$ cat src/rtl/bp_pkg.sv
// Shared types for the branch predictor table controller: counter encoding,
// controller states and the 2-bit counter transition function.
package bp_pkg;

  typedef logic [1:0] cnt_t;

  localparam cnt_t SNT = 2'b00;
  localparam cnt_t WNT = 2'b01;
  localparam cnt_t WT  = 2'b10;
  localparam cnt_t ST  = 2'b11;

  typedef enum logic {
    INIT = 1'b0,
    RUN  = 1'b1
  } state_t;

  // A taken outcome from either weak state jumps straight to ST, and a
  // not-taken outcome from either weak state falls straight to SNT.
  function automatic cnt_t bp_next(input cnt_t cnt, input logic taken);
    cnt_t nxt;
    case (cnt)
      SNT:     nxt = taken ? WNT : SNT;
      WNT:     nxt = taken ? ST  : SNT;
      WT:      nxt = taken ? ST  : SNT;
      default: nxt = taken ? ST  : WT;
    endcase
    return nxt;
  endfunction

endpackage

$ cat src/rtl/bp_upd_fifo.sv
// Update queue for resolved branches: power-of-two depth FIFO with
// wrapping pointers and an occupancy counter one bit wider than the pointers.
module bp_upd_fifo #(
  parameter int W     = 5,
  parameter int DEPTH = 2
) (
  input  logic         clk,
  input  logic         reset,
  input  logic         push,
  input  logic         pop,
  input  logic [W-1:0] din,
  output logic [W-1:0] dout,
  output logic         full,
  output logic         empty
);

  localparam int AW = (DEPTH > 1) ? $clog2(DEPTH) : 1;
  localparam logic [AW:0] FULL_CNT = (AW + 1)'(DEPTH);

  logic [W-1:0]  mem [DEPTH];
  logic [AW-1:0] wr_ptr;
  logic [AW-1:0] rd_ptr;
  logic [AW:0]   count;
  logic          do_push;
  logic          do_pop;

  assign full    = (count == FULL_CNT);
  assign empty   = (count == '0);
  assign do_push = push && !full;
  assign do_pop  = pop && !empty;
  assign dout    = mem[rd_ptr];

  always_ff @(posedge clk or negedge reset) begin
    if (!reset) begin
      wr_ptr <= '0;
      rd_ptr <= '0;
      count  <= '0;
    end else begin
      if (do_push) wr_ptr <= wr_ptr + 1'b1;
      if (do_pop)  rd_ptr <= rd_ptr + 1'b1;
      case ({do_push, do_pop})
        2'b10:   count <= count + 1'b1;
        2'b01:   count <= count - 1'b1;
        default: count <= count;
      endcase
    end
  end

  always_ff @(posedge clk) begin
    if (do_push) mem[wr_ptr] <= din;
  end

endmodule

$ cat src/rtl/bp_table_ctrl.sv
// Indexed 2-bit branch predictor table: init sweep, 1-cycle lookup with
// write-first bypass, queued updates. Define GSHARE_EN to XOR global history into the index.
//
// state | meaning
// INIT  | sweeping WNT into every entry, lookups and updates refused
// RUN   | serving lookups, draining one queued update per cycle
module bp_table_ctrl
  import bp_pkg::*;
#(
  parameter int IDX_W     = 4,
  parameter int PC_W      = 8,
  parameter int UPD_DEPTH = 2
) (
  input  logic             clk,
  input  logic             reset,
  input  logic             pred_req,
  input  logic [PC_W-1:0]  pred_pc,
  output logic             pred_valid,
  output logic             pred_taken,
  output logic [IDX_W-1:0] pred_idx,
  input  logic             upd_valid,
  output logic             upd_ready,
  input  logic [IDX_W-1:0] upd_idx,
  input  logic             upd_taken,
  output logic             init_busy
);

  localparam int N = 1 << IDX_W;

  state_t           state;
  state_t           state_nxt;
  logic [IDX_W-1:0] ptr;
  logic [IDX_W-1:0] ptr_nxt;
  cnt_t             tbl [N];

  logic             fifo_full;
  logic             fifo_empty;
  logic             fifo_push;
  logic             fifo_pop;
  logic [IDX_W:0]   fifo_din;
  logic [IDX_W:0]   fifo_dout;
  logic [IDX_W-1:0] head_idx;
  logic             head_taken;
  cnt_t             head_new;

  logic             tbl_we;
  logic [IDX_W-1:0] tbl_waddr;
  cnt_t             tbl_wdata;
  logic [IDX_W-1:0] lk_idx;
  cnt_t             lk_cnt;

  assign upd_ready = !fifo_full && (state == RUN);
  assign init_busy = (state == INIT);
  assign fifo_push = upd_valid && upd_ready;
  assign fifo_din  = {upd_idx, upd_taken};

  bp_upd_fifo #(
    .W     (IDX_W + 1),
    .DEPTH (UPD_DEPTH)
  ) u_fifo (
    .clk   (clk),
    .reset (reset),
    .push  (fifo_push),
    .pop   (fifo_pop),
    .din   (fifo_din),
    .dout  (fifo_dout),
    .full  (fifo_full),
    .empty (fifo_empty)
  );

  assign head_idx   = fifo_dout[IDX_W:1];
  assign head_taken = fifo_dout[0];
  assign head_new   = bp_next(tbl[head_idx], head_taken);

  always_ff @(posedge clk or negedge reset) begin
    if (!reset) begin
      state <= INIT;
      ptr   <= '0;
    end else begin
      state <= state_nxt;
      ptr   <= ptr_nxt;
    end
  end

  always_comb begin
    state_nxt = state;
    ptr_nxt   = ptr;
    tbl_we    = 1'b0;
    tbl_waddr = head_idx;
    tbl_wdata = head_new;
    fifo_pop  = 1'b0;
    case (state)
      INIT: begin
        tbl_we    = 1'b1;
        tbl_waddr = ptr;
        tbl_wdata = WNT;
        ptr_nxt   = ptr + 1'b1;
        if (&ptr) state_nxt = RUN;
      end
      RUN: begin
        if (!fifo_empty) begin
          fifo_pop = 1'b1;
          tbl_we   = 1'b1;
        end
      end
      default: state_nxt = INIT;
    endcase
  end

  always_ff @(posedge clk) begin
    if (tbl_we) tbl[tbl_waddr] <= tbl_wdata;
  end

`ifdef GSHARE_EN
  logic [IDX_W-1:0] ghr;

  always_ff @(posedge clk or negedge reset) begin
    if (!reset)        ghr <= '0;
    else if (fifo_pop) ghr <= {ghr[IDX_W-2:0], head_taken};
  end

  assign lk_idx = pred_pc[IDX_W+1:2] ^ ghr;
`else
  assign lk_idx = pred_pc[IDX_W+1:2];
`endif

  logic unused_pc;
  assign unused_pc = ^{pred_pc[PC_W-1:IDX_W+2], pred_pc[1:0]};

  // Write-first: a lookup hitting the entry being updated this edge sees the new value.
  assign lk_cnt = (tbl_we && (state == RUN) && (tbl_waddr == lk_idx)) ? tbl_wdata
                                                                       : tbl[lk_idx];

  always_ff @(posedge clk or negedge reset) begin
    if (!reset) begin
      pred_valid <= 1'b0;
      pred_taken <= 1'b0;
      pred_idx   <= '0;
    end else if ((state == RUN) && pred_req) begin
      pred_valid <= 1'b1;
      pred_taken <= lk_cnt[1];
      pred_idx   <= lk_idx;
    end else begin
      pred_valid <= 1'b0;
    end
  end

endmodule
$ cat config.mk
export PLATFORM = sky130hd
export DESIGN_NAME = bp_table_ctrl
export DESIGN_NICKNAME = d
export VERILOG_FILES = /design/src/rtl/bp_pkg.sv /design/src/rtl/bp_upd_fifo.sv /design/src/rtl/bp_table_ctrl.sv
export SDC_FILE = /design/constraint.sdc
export NUM_CORES = 1
export LEC_CHECK = 0
export CORE_MARGIN = 2
export CORE_UTILIZATION = 56
export DETAILED_ROUTE_END_ITERATION = 10
export PLACE_DENSITY_LB_ADDON = 0.2
export SLEW_MARGIN = 40
export SYNTH_ARGS = -nofsm -noshare
export SYNTH_HDL_FRONTEND = slang
export SYNTH_HIERARCHICAL = 1
export SYNTH_SLANG_ARGS = --single-unit
export TNS_END_PERCENT = 30
$ cat constraint.sdc
create_clock -name clk -period 4 [get_ports clk]
set_clock_uncertainty 0.15 [all_clocks]
set_input_delay 0.4 -clock clk [delete_from_list [all_inputs] [get_ports clk]]
set_output_delay 0.4 -clock clk [all_outputs]
set_load 0.01 [all_outputs]
# Yosys cells after proc, flatten, opt, wreduce, memory -nomap -nowiden
# Memories as Yosys holds them, arrays and structs flattened. A register that Yosys moved wholly into a read port is not among the register bits.
# Index checks and enable logic that the tools add are counted.
[word_totals]
reg_bits = 14
ramBits = 42
in_bits = 17
out_inout_bits = 8
elab_cells = 50
memories = 2
[op_classes]
add_sub_neg = 5
eq_ne = 5
muxes = 17
bitwise_logic = 1
n_reduce_logical = 13
[mem_list]
columns = ["name", "depth", "word_bits", "read_ports", "rd_ports_with_merged_regs", "wr", "line", "text"]
rows = [
  ["tbl", 16, 2, 2, 1, 1, "bp_table_ctrl.sv:34", "cnt_t tbl [N];"],
  ["u_fifo.mem", 2, 5, 1, 0, 1, "bp_upd_fifo.sv:20", "logic [W-1:0] mem [DEPTH];"],
]
[ops]
columns = ["cell", "n"]
rows = [
  ["2-to-1 mux 1 bit", 11],
  ["one-hot mux 2 bit (2 select lines)", 2],
  ["== test 2 bit, second input constant", 3],
  ["logical AND 1 bit", 5],
  ["adder 4 x 1 -> 4 bit, second input constant", 1],
  ["== test 2 x 1 -> 1 bit, second input constant", 2],
  ["zero test 2 bit", 2],
  ["2-to-1 mux 2 bit", 2],
  ["2-to-1 mux 4 bit", 1],
  ["AND reduction 4 bit", 1],
  ["zero test 1 bit", 3],
  ["adder 1 bit, second input constant", 2],
  ["adder 2 x 1 -> 2 bit, second input constant", 1],
  ["one-hot mux 1 bit (2 select lines)", 1],
  ["nonzero test 2 bit", 1],
  ["OR reduction 2 bit", 1],
  ["subtractor 2 x 1 -> 2 bit, second input constant", 1],
  ["NOT 1 bit", 1],
]

# Logic depth before layout (Yosys ltp)
[depth]
word_depth = 7
depth_mapped = 12
mapped_depth_nobuf = 10

# Hierarchy
# Netlist, hierarchy kept.
[modules_own_cells]
columns = ["module", "instances", "cells_each", "area_per_inst_um2", "seq_area_each_um2"]
rows = [
  ["bp_table_ctrl", 1, 138, 2052.0, 1236.2],
  ["bp_upd_fifo", 1, 34, 558.0, 400.4],
]

# Worst setup path after synthesis
# Ideal clock, no wire load.
[synth_timing]
path_kind = "register -> register"
from = "reg u_fifo/rd_ptr (netlist name)"
to = "reg pred_taken (read register of tbl)"
setup_time_ns = 0.077
arrival_time_ns = 2.973
required_ns = 3.773
slack_ns = 0.799
path_stages_with_launch = 13
period_less_slack_ns = 3.201
cell_sequence = "dfrtp_1 > buf_2 > mux2_2 > buf_4 > mux4_2 > mux4_2 > inv_1 > ha_1 > nor2_1 > a21oi_1 > nor2_1 > mux2i_1 > a21oi_1"
[synth_lines]
columns = ["item", "line", "text"]
rows = [
  ["end, declared", "bp_table_ctrl.sv:19", "output logic pred_taken,"],
]

==> results_dict.tcl <==
set metrics [dict create \
    status "complete, no violations" \
    cts_setup_buffers 0 \
    vias 1478 \
    max_freq_mhz 282 \
    total_power_w 0.00230 \
    grt_pass1_vias 1572 \
    cts_sinks 57 \
    grt_pass1_wl_um 7590 \
    p_clk_share_pct 22.2 \
    synth_cells 172 \
    drive_above_1_share_pct 19.1 \
    cts_resized 0 \
    hold_path_class "input port to async pin" \
    insertion_delay_ns 0.33 \
    grtUsageMet3_pct 7.22 \
    top_usage_layer "met2" \
    drt_first_pass_iters 4 \
    path_cells "mux2_2 > mux4_2 > mux4_2 > inv_1 > ha_1 > nor2_1 > a21oi_1 > nor2_2 > mux2i_1 > a21oi_1" \
    regArea_mm2 0.00164 \
    hold_buffers 0 \
    min_period_ns 3.54 \
    synth_top_cell_by_area "edfxtp_1" \
    grtUsageMet1_pct 26.0 \
    layout.nets 214 \
    critPathKind "flop to flop" \
    cp.required_ns 4.11 \
    row_count 24 \
    final_area_mm2 0.00302 \
    ys_warn_count 6 \
    p_comb_share_pct 35.3 \
    multi_input_area_um2 915 \
    maxCapViolCount 0 \
    tns_ns 0 \
    initial_core_util_pct 59.1 \
    slew_headroom_pct 55.4 \
    ir_drop_uv 374 \
    cts-root-buf "clkbuf_8" \
    syn_nets 192 \
    p_int_w 0.00156 \
    numPortBuffers 20 \
    final-setup-viol-count 0 \
    io_pins 25 \
    grt_overflow 0 \
    fin_crit_sh_pct 88.5 \
    vias_per_cell 5.89 \
    end_kind "flop" \
    use_met2_pct 32.2 \
    seqPwrFrac_pct 42.6 \
    area_delta_synth_final_pct 15.8 \
    place_congestion 0.836 \
    cts.path.max_buffers 2 \
    die_h_um 72.3 \
    worst_pin_slew_ns 0.667 \
    switchingPower_w 0.000736 \
    tritoncts "built" \
    leakage_nw 1.11 \
    antenna_found_initial 0 \
    syn_area_mm2 0.00261 \
    cp_slowest_cell "mux4_2" \
    fp.dieW_um 72.3 \
    detail-route-antenna-nets 0 \
    htree_levels 3 \
    power_switching_share_pct 32.0 \
    critical-path-max-stage-delay_ns 0.58 \
    grt_use_total_pct 20.6 \
    synth_cell_types 28 \
    p_per_area_mw_per_mm2 760 \
    die_area_mm2 0.00522 \
    drt_iter0_drc 86 \
    syn_area_per_cell_um2 15.2 \
    path_max_fanout 17 \
    start_kind "flop" \
    cts_buffers 9 \
    drcViolationCount 0 \
    place_area_mm2 0.00284 \
    routed_wl_um 4620 \
    mostFrequentLayoutCells "edfxtp_1, nor2_1, clkdlybuf4s50_1, dfrtp_1, mux4_2" \
    arrival_ns 3.65 \
    final_common_cell "edfxtp_1" \
    ys_ff_latch 57 \
    rsz0062_at_grt "false" \
    drv_slew 0 \
    diodes 0 \
    utilization_pct 68.5 \
    ys_seq_area_share_pct 62.7 \
    fillCellCount 311 \
    core_area_mm2 0.00441 \
    post-dp-hpwl_um 3300 \
    wl_per_cell_um 18.4 \
    synth.top_cell.area_share_pct 48.3 \
    grt_max_degree 18 \
    holdWs_ns 0.329 \
    cts.reportedPaths.clkPinSlew_ns 0.06 \
    synth.area.top_cells "edfxtp_1, dfrtp_1, mux4_2" \
    finalHoldViolations 0 \
]
## flip-flops by register name, indices dropped and copies added (netlist names)
register       cells
tbl               32
u_fifo/mem        10
pred_idx           4
ptr                4
u_fifo/count       2
pred_taken         1
pred_valid         1
state              1
u_fifo/rd_ptr      1
u_fifo/wr_ptr      1
## per-layer routing
layer / vias up / share of wire [%] / wire [µm]
li1: 680 / - / -
met1: 748 / 44 / 2040
met2: 44 / 50 / 2310
met3: 6 / 4.4 / 203
met4: 0 / 1.4 / 63
met5: - / 0 / 0
## path summary, 6_finish.rpt
kind	to	slack [ns]	cells after the start	start
min reg2reg	u_fifo/wr_ptr	0.35	1	u_fifo/wr_ptr
max in group asynchronous	pred_idx[3]	2.94	1	reset
min	pred_idx[1]	0.33	1	reset
max	pred_taken	0.46	10	u_fifo/rd_ptr
min in group clk	u_fifo/wr_ptr	0.35	1	u_fifo/wr_ptr
max reg2reg	pred_taken	0.46	10	u_fifo/rd_ptr
## worst max-delay path, delay by kind of cell (launching register included)
| family | cells | cell delay (ns) |
|---|---|---|
| buffers and inverters | 1 | 0.07 |
| AND/OR/NAND/NOR | 2 | 0.58 |
| adder cells (fa/ha/maj) | 1 | 0.23 |
| flip-flops | 1 | 0.47 |
| AO/OA/AOI/OAI | 2 | 0.23 |
| multiplexers | 4 | 1.74 |
## synth_stat cells (all sizes together)
library cell and number:
and2 1, nand2b 4, or2 1, nor2b 3, dfrtp 15, a22o 1
and3 2, mux4 14, xnor2 8, nor3b 2, ha 3, nand3 1
mux2 10, edfxtp 42, nand2 5, inv 4, a31oi 2, clkbuf 4
xor2 5, nand4 2, mux2i 7, nor3 1, buf 5, clkinv 1
a21oi 4, nor2 25
## final cells by class
cell class	count	share of cell area (%)
clock buffer	15	5.18
clock inverter	1	0.994
inverter	5	0.621
multi-input combinational	101	30.3
sequential	57	54.2
tap	52	2.15
timing repair buffer	20	6.63
## power by group through the flow
stage	Sequential (W)	Clock, W	Combinational [W]
after global routing	0.000990	0.000546	0.000893
after floorplan	0.000964	0	0.000603
after global placement	0.000981	0	0.000772
after CTS	0.000980	0.000517	0.000821
after detailed placement	0.000991	0	0.000815
final	0.000978	0.000509	0.000810
## per-stage QoR
step | worst slack (ns) | std cells
2_1_floorplan | 0.799 | 172
3_3_place_gp | 0.239 | 235
3_5_place_dp | 0.437 | 235
4_1_cts | 0.412 | 251
5_1_grt | 0.253 | 251
6_report | 0.459 | 251
## cells by family after synthesis
logic type      after synthesis  share of synthesized area (%)
buf+inv                      14                           2.35
simple gates                 47                           8.48
flops                        57                           62.7
compound gates                7                           1.58
xor+xnor                     13                           4.36
fa+ha+maj                     3                           1.44
mux                          31                           19.1
Note: power is estimated with default switching activity, not from simulation.
